<file path="src/rtl/cl_axil_regfile.sv">
// AXI4-Lite slave register file for the CL OCL BAR0 path.
// NUM_REGS 32-bit registers at BASE_ADDR, each RW or RO. Supports byte-strobe
// writes and optional byte-swapped read-back. Bad accesses get SLVERR.
// Read and write channels are independent, with one transaction in flight each.
module cl_axil_regfile #(
  parameter int unsigned NUM_REGS     = 16,
  parameter logic [31:0] BASE_ADDR    = 32'h0000_0500,
  parameter logic [63:0] RO_MASK      = 64'h0,
  parameter logic [63:0] SWAP_MASK    = 64'h1,
  parameter logic [31:0] RESET_VAL    = 32'h0,
  parameter logic [31:0] UNIMPL_VALUE = 32'hDEAF_DEAF,
  parameter bit          ERR_RESP_EN  = 1'b1
) (
  input  logic                     clk_main_a0,
  input  logic                     rst_main,
  input  logic                     awvalid,
  output logic                     awready,
  input  logic [31:0]              awaddr,
  input  logic                     wvalid,
  output logic                     wready,
  input  logic [31:0]              wdata,
  input  logic [3:0]               wstrb,
  output logic                     bvalid,
  input  logic                     bready,
  output logic [1:0]               bresp,
  input  logic                     arvalid,
  output logic                     arready,
  input  logic [31:0]              araddr,
  output logic                     rvalid,
  input  logic                     rready,
  output logic [31:0]              rdata,
  output logic [1:0]               rresp,
  output logic [NUM_REGS*32-1:0]   reg_q,
  input  logic [NUM_REGS*32-1:0]   ro_in,
  output logic [NUM_REGS-1:0]      wr_pulse
);

  localparam int unsigned          IW   = $clog2(NUM_REGS);
  localparam logic [31:0]          SPAN = 32'(4 * NUM_REGS);
  localparam logic [NUM_REGS-1:0]  RO   = RO_MASK[NUM_REGS-1:0];
  localparam logic [NUM_REGS-1:0]  SW   = SWAP_MASK[NUM_REGS-1:0];
  localparam logic [1:0]           BAD  = ERR_RESP_EN ? 2'b10 : 2'b00;

  typedef enum logic [1:0] {W_IDLE, W_HAVE_ADDR, W_HAVE_DATA, W_RESP} w_state_t;
  typedef enum logic [1:0] {R_IDLE, R_LOOKUP, R_RESP} r_state_t;

  w_state_t    w_state;
  r_state_t    r_state;

  logic [31:0] regs   [NUM_REGS];
  logic [31:0] ro_arr [NUM_REGS];

  logic [31:0] aw_addr_q;
  logic [31:0] w_data_q;
  logic [3:0]  w_strb_q;
  logic [31:0] ar_addr_q;

  // RO slices of reg_q read as zero; ro_in is repacked for indexed lookup.
  for (genvar gi = 0; gi < NUM_REGS; gi++) begin : g_map
    assign reg_q[32*gi +: 32] = RO[gi] ? '0 : regs[gi];
    assign ro_arr[gi]         = ro_in[32*gi +: 32];
  end

  logic          aw_hs, w_hs, commit;
  logic [31:0]   c_addr, c_data, c_off;
  logic [3:0]    c_strb;
  logic          c_valid, c_ok;
  logic [IW-1:0] c_idx;

  // Write-side commit decode: pick latched or live address/data by state.
  always_comb begin
    aw_hs   = awvalid & awready;
    w_hs    = wvalid & wready;
    c_addr  = (w_state == W_HAVE_ADDR) ? aw_addr_q : awaddr;
    c_data  = (w_state == W_HAVE_DATA) ? w_data_q  : wdata;
    c_strb  = (w_state == W_HAVE_DATA) ? w_strb_q  : wstrb;
    c_off   = c_addr - BASE_ADDR;
    c_valid = (c_addr[1:0] == 2'b00) && (c_addr >= BASE_ADDR) && (c_off < SPAN);
    c_idx   = c_off[IW+1:2];
    c_ok    = c_valid && !RO[c_idx];
    case (w_state)
      W_IDLE:      commit = aw_hs & w_hs;
      W_HAVE_ADDR: commit = w_hs;
      W_HAVE_DATA: commit = aw_hs;
      default:     commit = 1'b0;
    endcase
  end

  logic [31:0]   r_off, r_word, r_data_nx;
  logic [1:0]    r_resp_nx;
  logic          r_valid;
  logic [IW-1:0] r_idx;

  // Read lookup from the latched address, using pre-edge register contents.
  always_comb begin
    r_off     = ar_addr_q - BASE_ADDR;
    r_valid   = (ar_addr_q[1:0] == 2'b00) && (ar_addr_q >= BASE_ADDR) && (r_off < SPAN);
    r_idx     = r_off[IW+1:2];
    r_word    = '0;
    r_data_nx = UNIMPL_VALUE;
    r_resp_nx = BAD;
    if (r_valid) begin
      r_word    = RO[r_idx] ? ro_arr[r_idx] : regs[r_idx];
      r_data_nx = SW[r_idx] ? {r_word[7:0], r_word[15:8], r_word[23:16], r_word[31:24]}
                            : r_word;
      r_resp_nx = 2'b00;
    end
  end

  // Write FSM, register storage and commit strobes.
  always_ff @(posedge clk_main_a0 or posedge rst_main) begin
    if (rst_main) begin
      w_state   <= W_IDLE;
      awready   <= 1'b0;
      wready    <= 1'b0;
      bvalid    <= 1'b0;
      bresp     <= '0;
      wr_pulse  <= '0;
      aw_addr_q <= '0;
      w_data_q  <= '0;
      w_strb_q  <= '0;
      for (int unsigned i = 0; i < NUM_REGS; i++) regs[i] <= RESET_VAL;
    end else begin
      wr_pulse <= '0;
      if (commit) begin
        if (c_ok) begin
          for (int unsigned k = 0; k < 4; k++)
            if (c_strb[k]) regs[c_idx][8*k +: 8] <= c_data[8*k +: 8];
          wr_pulse[c_idx] <= 1'b1;
        end
        bresp   <= c_ok ? 2'b00 : BAD;
        bvalid  <= 1'b1;
        awready <= 1'b0;
        wready  <= 1'b0;
        w_state <= W_RESP;
      end else begin
        case (w_state)
          W_IDLE: begin
            awready <= 1'b1;
            wready  <= 1'b1;
            if (aw_hs) begin
              aw_addr_q <= awaddr;
              awready   <= 1'b0;
              w_state   <= W_HAVE_ADDR;
            end else if (w_hs) begin
              w_data_q <= wdata;
              w_strb_q <= wstrb;
              wready   <= 1'b0;
              w_state  <= W_HAVE_DATA;
            end
          end
          W_RESP: begin
            if (bready) begin
              bvalid  <= 1'b0;
              bresp   <= '0;
              awready <= 1'b1;
              wready  <= 1'b1;
              w_state <= W_IDLE;
            end
          end
          default: ;
        endcase
      end
    end
  end

  // Read FSM: accept address, one lookup cycle, then hold the response.
  always_ff @(posedge clk_main_a0 or posedge rst_main) begin
    if (rst_main) begin
      r_state   <= R_IDLE;
      arready   <= 1'b0;
      rvalid    <= 1'b0;
      rdata     <= '0;
      rresp     <= '0;
      ar_addr_q <= '0;
    end else begin
      case (r_state)
        R_IDLE: begin
          arready <= 1'b1;
          if (arvalid && arready) begin
            ar_addr_q <= araddr;
            arready   <= 1'b0;
            r_state   <= R_LOOKUP;
          end
        end
        R_LOOKUP: begin
          rdata   <= r_data_nx;
          rresp   <= r_resp_nx;
          rvalid  <= 1'b1;
          r_state <= R_RESP;
        end
        R_RESP: begin
          if (rready) begin
            rvalid  <= 1'b0;
            rdata   <= '0;
            rresp   <= '0;
            arready <= 1'b1;
            r_state <= R_IDLE;
          end
        end
        default: r_state <= R_IDLE;
      endcase
    end
  end

endmodule
</file>
<file path="config.mk">
export PLATFORM = sky130hd
export DESIGN_NAME = cl_axil_regfile
export DESIGN_NICKNAME = d
export VERILOG_FILES = /design/src/rtl/cl_axil_regfile.sv
export SDC_FILE = /design/constraint.sdc
export NUM_CORES = 1
export LEC_CHECK = 0
export BUFFER_PORTS_ARGS = -buffer_cell sky130_fd_sc_hd__buf_2
export CAP_MARGIN = 10
export CORE_AREA = 2 2 462 464
export CTS_CLUSTER_DIAMETER = 200
export DETAILED_ROUTE_END_ITERATION = 10
export DIE_AREA = 0 0 464 466
export HOLD_SLACK_MARGIN = 0.05
export PLACE_DENSITY = 0.42
export RECOVER_POWER = 25
export SYNTH_ARGS = -nofsm -noshare
export SYNTH_HDL_FRONTEND = slang
export SYNTH_SLANG_ARGS = --single-unit
</file>
<file path="constraint.sdc">
create_clock -name clk_main_a0 -period 34.1 [get_ports clk_main_a0]
set_clock_uncertainty 0.1 [all_clocks]
set_input_delay 10.23 -clock clk_main_a0 [delete_from_list [all_inputs] [get_ports clk_main_a0]]
set_output_delay 10.23 -clock clk_main_a0 [all_outputs]
set_load 0.02 [all_outputs]
</file>
==> metrics.txt, run 1 <==
Peak Freq approximately 51 MHz; hpwl dp around 120000 um; Hold Path Depth 1; fin. max-slew vios 349; initial antenna violation count 23; Core Area approximately 210000 um2; final worst path period share between 50% and 60%; syn_area_per_cell ~14 um2; Leakage roughly 0.02 uW; met3 WL post-DR roughly 12000 um; Area Overhead vs Synth 30.9%; total wire length approximately 160000 um; most common cell in the netlist dfrtp_1; DR iter-0 viols roughly 1300; Tightest Hold Check Type reg -> reg; CP arrival slightly above 20 ns; slew margin rel. -344%; Synth top area share approximately 52%; Clock power frac ~34%; TritonCTS Buffers 86; first-pass iteration count of the detailed router 5; Cell variety after synth between 50 and 60; failing checks max-capacitance violations, max-slew violations; Syn Inst Count ~2300; vias in the first global route 24000; total power about 2900 uW; uppermost layer routed met5; WL met2 around 76000 um; layout cells sized above 1 a little over half; worst hold start bvalid; post-CTS setup buffers 0; Clock Latency Late Sink about 0.74 ns; Post-CTS Hold Fix Bufs 0; Vias/cell ~4.0; drt wl/cell ~27 um; starting density of the core between 10% and 20%; Port Buffers between 600 and 700; clock-pin transition on the worst setup and hold timing paths about 0.06 ns; fillers ~23000; Nets between 3000 and 4000; Area contributors post-synth dfrtp_1 52%, mux2_2 21%, mux2i_1 5.1%; Seq/Total Area, Yosys between 50% and 60%; peak fanout along the critical path approximately 120; outcome finished with violations; CP endpoint ar_addr_q[2]; worst hold slack 0.371 ns; cell row count 169; Switching Fraction roughly two fifths; first-pass GRT wire length ~210000 um; Max clock buf depth 3; cell internal pwr around 1700 uW; Overflow after GRT 0; CTS tree yes; switching pwr 1140 uW; Reg2Reg Capture Point reg_q[182]; Synth Warn # 0; largest net degree at the start of global routing ~120; Die Span Y around 470 um; unrepaired setup endpoints after global routing false; P per Cell Area just under 70 nW/um2; Setup CP Type in -> async; max_cap viols 7; cells resized by post-CTS repair 0; worst vdd ir 0.0484 mV; CP Data Required Time between 30 and 40 ns; Worst Setup End Kind asynchronous set/reset pin; asr flop ratio synth between 90% and 100%; number of synthesized register bits around 670; via count 23200; overall die area between 200000 and 250000 um2; Chip Width ~460 um; largest area contributor in the netlist dfrtp_1; Startpoint Class input port; DRT antenna net count 0; crit path time final between 15 and 20 ns; sequential power share roughly 34%; Commonest cells post-synth 671 x dfrtp_1, 611 x mux2_2, 165 x mux2i_1; placer congestion estimate roughly 0.81; H-tree levels 3; r2r setup slk 28.43 ns; TNS Setup 0 ns; wl on met1 65500 um; Final Hold Fails 0; DRC Markers 0; worst slew pin tran 6.66 ns; Critical path origin rst_main; worst r2r path cells 10; final setup violation count 0; EDFF count, synth 0; Root Buffer clkbuf_16; clock sink count ~670; ys flop type dfrtp_1; Gate power share approximately 32%; reg-to-reg critical path startpoint w_state[0]; Global Route Usage Sum 14.3%; Mapped Area around 32000 um2; top-level I/O count 1188
critical path, stage by stage:
cell        delay (ns)
buf_2             0.10
clkinvlp_2        2.04
clkbuf_1          4.76
buf_4             1.22
buf_4             0.83
buf_4             0.76
worst min path at each step:
stage	to	slack (ns)
after CTS	rdata[2]	0.37
after detailed placement	rdata[2]	0.36
after global placement	rdata[26]	0.36
final	bvalid	0.37
after global routing	rdata[0]	0.40
after floorplan	w_data_q[0]	0.37
registers in the layout, summed over array words and instances (netlist names), 2 cells and up:
| signal | flops |
|---|---|
| ar_addr_q | 32 |
| aw_addr_q | 32 |
| r_state | 2 |
| rdata | 32 |
| reg_q | 512 |
| w_data_q | 32 |
| w_state | 2 |
| w_strb_q | 4 |
| wr_pulse | 16 |
power groups by stage:
stage                     Clock [uW]  Combinational [uW]  Sequential, uW
after floorplan                    0                 563             950
after global placement             0                 954             985
after detailed placement           0                 956             987
after CTS                       1000                 958             973
after global routing            1030                 996             985
final                            970                 930             971
cell usage in the layout (no fill, tap or decap), drive strengths merged, types with 4 or more instances in the layout:
master,n
mux2i,165
clkinv,19
a21o,25
nor4b,51
a221oi,64
mux4,64
nand2b,6
nand3,30
diode,12
nor4,26
nor2,103
or4,7
o21ai,51
nand4,5
bufinv,7
buf,665
nor2b,4
nand2,48
nor3,26
o31ai,5
clkinvlp,5
clkbuf,220
mux2,645
inv,13
a21oi,33
dfrtp,671
a22oi,33
stage by stage:
step	util [%]	cells	setup WS, ns	area, um2
floorplan	-	2257	4.96	32200
global placement	18.6	5693	18.78	39300
detailed placement	18.6	5693	18.79	39300
CTS	20.0	5849	19.61	42300
global route	19.9	5854	12.64	42100
finish	20.0	5863	14.46	42200
logic make-up after synthesis:
group                  after synthesis  share of synthesized area, %
AO/OA/AOI/OAI                      232                          5.04
XOR/XNOR                             2                        0.0544
buffers and inverters              156                          2.03
flip-flops                         671                          52.1
multiplexers                       874                          32.4
other                                1                        0.0116
AND/OR/NAND/NOR                    320                          8.31
layout make-up:
| cell class | count | area, um2 | share of cell area (%) |
|---|---|---|---|
| Clock buffer | 118 | 2480 | 5.89 |
| Multi-Input combinational cell | 1430 | 14900 | 35.2 |
| Clock inverter | 38 | 507 | 1.20 |
| Tap cell | 2821 | 3530 | 8.37 |
| Sequential cell | 671 | 16800 | 39.9 |
| Inverter | 6 | 23.8 | 0.0564 |
| Timing Repair Buffer | 767 | 3940 | 9.33 |
| Antenna cell | 12 | 30.0 | 0.0712 |
metal layers:
layer / GRT usage, % / vias to the layer above
li1: - / 9969
met1: 17.4 / 12200
met2: 23.8 / 807
met5: 0 / -
met3: 4.42 / 196
met4: 4.67 / 4
(Power assumes the default switching activity.)
==> run 2: changes to the inputs <==
CORE_AREA = 2 2 459 461   (was 2 2 462 464)
DIE_AREA = 0 0 461 463   (was 0 0 464 466)
PLACE_DENSITY = 0.43   (was 0.42)
clock period = 15.9 ns   (was 34.1 ns; I/O delays follow)
==> metrics.txt, run 2 (synthesized netlist as in run 1, its figures left out) <==
final instance area between 40000 and 50000 um2; failing checks max-capacitance violations, max-slew violations; hpwl dp about 120000 um; CTS tree yes; peak fanout along the critical path between 40 and 50; final setup violation count 0; CP Data Required Time 16.00 ns; Overflow after GRT 0; Post-DP Area between 30000 and 40000 um2; worst slew pin tran roughly 3.2 ns; Vias/cell between 3 and 4; Die Span Y 463 um; initial antenna violation count 31; reg-to-reg critical path startpoint w_state[0]; overall die area approximately 210000 um2; worst vdd ir 0.0791 mV; Startpoint Class input port; Port Buffers 673; TNS Setup 0 ns; worst r2r path cells 10; largest net degree at the start of global routing ~160; Nets approximately 3600; first-pass GRT wire length between 200000 and 250000 um; H-tree levels 3; DR iter-0 viols around 1300; DRT antenna net count 0; Leakage approximately 0.021 uW; Final Hold Fails 0; clock-pin transition on the worst setup and hold timing paths roughly 0.060 ns; clock sink count between 600 and 700; CP top delay family buffers and inverters; cell row count 168; most frequent cells in the layout 667 x dfrtp_1, 611 x mux2_2, 597 x buf_2, 165 x mux2i_1, 107 x clkbuf_1; unrepaired setup endpoints after global routing false; CP max stage delay 2.15 ns; Worst Setup End Kind asynchronous set/reset pin; Global Route Usage Sum 15.2%; CP arrival 9.73 ns; vias in the first global route 23900; starting density of the core about 15%; Clock Latency Late Sink around 0.74 ns; Tightest Hold Check Type reg -> reg; slew margin rel. -110%; fin. max-slew vios roughly 210; Setup CP Type in -> async; fillers 22800; post-CTS setup buffers 0; Area Overhead vs Synth 31.1%; crit path time final slightly below 10 ns; TritonCTS Buffers slightly below 90; top-level I/O count between 1000 and 1500; Reg2Reg Capture Point reg_q[190]; layout cells sized above 1 between 50% and 60%; via count about 23000; register area 16800 um2; P per Cell Area between 100 and 150 nW/um2; Core Area 209000 um2; slowest cell on the critical path clkbuf_1; placer congestion estimate 0.799; commonest non-fill, non-tap cell in the layout dfrtp_1; Critical path origin rst_main; r2r setup slk 10.20 ns; Crit. path cell count 4; Peak Freq approximately 100 MHz; drt wl/cell about 28 um; multi-input combinational cell area approximately 15000 um2; max reg flops roughly 510; CP endpoint wr_pulse[8]; CP cell instances buf_2 -> clkinvlp_2 -> clkbuf_1 -> clkbuf_1; final worst path period share roughly three fifths; cells resized by post-CTS repair 0; crit path buf inv count 4; CP most frequent cell clkbuf_1; total wire length ~170000 um; Max clock buf depth 3; Post-CTS Hold Fix Bufs 0; Chip Width about 460 um; outcome finished with violations; Root Buffer clkbuf_16; DRC Markers 0; first-pass iteration count of the detailed router 7; max_cap viols 6
[run 2: cell count changes in the layout (fill, tap and decap cells not counted), moves of 3 or more]
cell,change
buf_2,+20
clkinv_2,-8
clkinvlp_4,-3
diode_2,+3
buf_4,+8
clkbuf_1,-6
buf_12,+4
clkbuf_8,-4
[run 2: metal layers]
layer,up-vias,global-route usage (%),share of wire [%]
li1,9988,-,-
met1,12100,18.1,40
met2,832,24.3,46
met3,230,5.40,8.3
met4,8,7.52,5.1
met5,-,0,0.030
[run 2: worst register-to-register path, cell delays in order, from the launching register on]
cell and delay (ns):
dfrtp_1 0.62, nand2b_4 0.34, or4_1 0.60, a222oi_1 0.87
nand4_1 0.29, nand3_4 0.25, buf_4 0.81, buf_4 0.90
nor4b_4 0.15, buf_4 0.27, mux2_4 0.38
[run 2: final cells by class]
type / instances / share of cell area [%]
Timing Repair Buffer: 778 / 9.68
Sequential cell: 671 / 39.8
Clock buffer: 130 / 5.99
Tap cell: 2805 / 8.31
Clock inverter: 26 / 0.948
Inverter: 6 / 0.0563
Multi-Input combinational cell: 1430 / 35.1
Antenna cell: 15 / 0.0889
[run 2: how the worst min path moves through the flow]
stage	startpoint	end	slack [ns]	cells after the start
after floorplan	w_data_q[0]	w_data_q[0]	0.37	1
after global placement	rdata[12]	rdata[12]	0.36	1
after detailed placement	rdata[12]	rdata[12]	0.36	1
after CTS	rdata[12]	rdata[12]	0.38	1
after global routing	rdata[23]	rdata[23]	0.40	1
final	rdata[12]	rdata[12]	0.37	1
[run 2: through the flow]
| step | worst slack, ns | hold WS [ns] | instances | total power (uW) | util (%) |
|---|---|---|---|---|---|
| 6_report | 6.27 | 0.372 | 5861 | 6120 | 20.3 |
| 5_1_grt | 5.22 | 0.398 | 5852 | 6430 | 20.2 |
| 4_1_cts | 7.04 | 0.377 | 5846 | 6260 | 20.3 |
| 3_5_place_dp | 6.23 | 0.364 | 5690 | 4160 | 18.9 |
| 3_3_place_gp | 6.22 | 0.361 | 5690 | 4150 | 18.9 |
| 2_1_floorplan | 1.85 | 0.374 | 2257 | 3250 | - |
[run 2: report_power, final]
part | switching (uW) | internal, uW | total (uW) | leakage (uW)
logic | 1360 | 617 | 1980 | 0.0101
registers | 203 | 1880 | 2090 | 0.00911
clock network | 846 | 1210 | 2050 | 0.00143
==> run 3: changes to the inputs <==
ABC_AREA = 1   (was not set)
CORE_AREA = 2 2 461 463   (was 2 2 459 461)
DIE_AREA = 0 0 463 465   (was 0 0 461 463)
clock period = 8.7 ns   (was 15.9 ns; I/O delays follow)
==> metrics.txt, run 3 <==
reg-to-reg critical path startpoint w_state[1]; Chip Width roughly 460 um; Max clock buf depth 3; Peak Freq roughly 170 MHz; Area Overhead vs Synth 30.4%; peak fanout along the critical path 80; P per Cell Area roughly 300 nW/um2; crit path time final about 6.0 ns; clock-pin transition on the worst setup and hold timing paths ~0.06 ns; outcome finished with violations; Final Hold Fails 0; via count 32500; Die Span Y 465 um; Post-Synth Adder-Cell Area 0%; Area contributors post-synth dfrtp_1 52%, nand2_1 25%, o21ai_0 3.8%; Crit. path cell count 19; Leakage ~0.023 uW; Syn Inst Count about 4300; Vias/cell 4.15; Worst Setup End Kind register; DRC Markers 0; post-CTS setup buffers 0; initial antenna violation count 8; total wire length 197000 um; layout cells sized above 1 ~20%; cell row count 169; Port Buffers 673; max reg flops slightly above 500; Post-CTS Hold Fix Bufs 0; largest family of logic cells by synthesized area simple AND/OR/NAND/NOR gates; compound-cell area share of the yosys netlist 7.25%; drt wl/cell about 25 um; CP most frequent cell nand2_1; overall die area ~220000 um2; DR iter-0 viols between 2000 and 3000; Hold Path Depth 2; Synth top area share around half; commonest non-fill, non-tap cell in the layout nand2_1; most frequent cells in the layout 2204 x nand2_1, 672 x buf_2, 668 x dfrtp_1, 266 x nor2_1, 244 x o21ai_0; Commonest cells post-synth 2205 x nand2_1, 671 x dfrtp_1, 267 x nor2_1; cells resized by post-CTS repair 0; largest net degree at the start of global routing 95; CTS tree yes; worst r2r path cells 19; vias in the first global route about 32000; placer congestion estimate 0.886; slew margin rel. -94.4%; unrepaired setup endpoints after global routing false; Reg2Reg Capture Point reg_q[60]; Synth Warn # 0; number of synthesized register bits between 600 and 700; DRT antenna net count 0; Seq/Total Area, Yosys 51.6%; Mapped Area 32500 um2; Nets 5566; Clock Latency Late Sink between 0.7 and 0.8 ns; Cell variety after synth 37; first-pass GRT wire length roughly 270000 um; H-tree levels 3; Post-Synth Simple-Gate Area 36.6%; Tightest Hold Check Type reg -> reg; first-pass iteration count of the detailed router 6; fin. max-slew vios 380; Setup CP Type in -> reg; clock sink count 671; CP top delay family simple AND/OR/NAND/NOR gates; top-level I/O count 1188; Final Util 20.1%; worst slew pin tran 2.92 ns; r2r setup slk between 3 and 4 ns; asr flop ratio synth 100%; Finished Layout Cells 7835; syn_area_per_cell 7.58 um2; TritonCTS Buffers a little under 90; max_cap viols 9; most common cell in the netlist nand2_1; CP max stage delay 0.84 ns; CP Data Required Time around 9 ns; CP arrival approximately 6.6 ns; worst vdd ir roughly 0.21 mV; Startpoint Class input port; Min-Delay Endpoint rvalid; CP cell instances buf_2 -> inv_1 -> nand2_1 -> nand2_1 -> nand2_1 -> nand2_1 -> nand2_1 -> nor2_1 -> nand2_1 -> nand2_1 -> nand2_1 -> nor2_1 -> nand3_1 -> nor2_4 -> buf_12 -> nand3_1 -> nor2_1 -> nand2_1 -> nand2_1; slowest cell on the critical path nor2_1; failing checks max-capacitance violations, max-slew violations; placed cells roughly 7700; starting density of the core ~15%; final worst path period share between 60 and 70%; largest area contributor in the netlist dfrtp_1; Root Buffer clkbuf_16; hpwl dp approximately 150000 um; Core Area 211000 um2; worst hold start rvalid; EDFF count, synth 0; post-synthesis xor/xnor area fraction less than 1%; Global Route Usage Sum between 10% and 20%; ys flop type dfrtp_1; crit path buf inv count 3; mux cell area share after synthesis 0.311%; Overflow after GRT 0; final setup violation count 0
==> run 3: changes by cell type after synthesis, sizes merged, moves of 51 or more <==
cell    before   now
nand4        5   113
mux2       645     9
inv          6   141
nand2       48  2205
nor2       103   329
mux2i      165     0
mux4        64     0
a221oi      64     0
o21ai       51   252
nand3       30   192
nor4b       51     0
clkbuf     103   162
==> run 3: area by class of cell <==
cell class                 count  area [um2]
tap                         2821        3530
fill                       23800      168000
clock buffer                 125        2580
clock inverter                29         394
multi-input combinational   3276       14500
antenna                        4        10.0
timing repair buffer         765        4110
inverter                     144         551
sequential                   671       16800
==> run 3: cells by family (layout without fill, tap and decap cells) <==
family	after synthesis	after routing
flops	671	671
xor+xnor	1	1
buf+inv	347	1063
other cells	1	6
compound gates	409	409
mux	9	9
simple gates	2855	2855
==> run 3: tightest hold or removal path: stages, from the launching register on <==
cell and delay, ns:
dfrtp_1 0.34, nand2_1 0.05, nand2_1 0.05
==> run 3: worst max-delay path by stage <==
stage / startpoint / to / slack [ns]
6_report: awaddr[9] / reg_q[60] / 2.68
3_5_place_dp: awaddr[9] / reg_q[60] / 1.73
4_1_cts: awaddr[9] / reg_q[59] / 2.52
5_1_grt: awaddr[9] / reg_q[59] / 2.27
2_1_floorplan: rst_main / ar_addr_q[0] / -3.19
3_3_place_gp: awaddr[9] / reg_q[57] / 1.72
==> run 3: layer usage <==
metal | global-route usage [%] | up-vias | share of wire, %
met5 | 0 | - | 0.010
met4 | 6.32 | 4 | 3.9
met3 | 4.76 | 221 | 7.3
met2 | 28.4 | 1221 | 45
met1 | 23.0 | 16000 | 44
li1 | - | 15100 | -
==> run 3: through the flow <==
stage	TNS, ns	total power [uW]	area [um2]	hold slack [ns]	worst slack [ns]
final	0	12800	42500	0.368	2.68
after global routing	0	13500	42400	0.398	2.27
after CTS	0	13000	42500	0.373	2.52
after detailed placement	0	9130	39500	0.358	1.73
after global placement	0	9110	39500	0.353	1.72
after floorplan	-2138.03	6310	32600	0.337	-3.19
==> run 3: where the power goes <==
group	total (uW)	internal, uW	switching [uW]
clock network	3830	2220	1600
logic	5290	1070	4220
registers	3660	3430	230
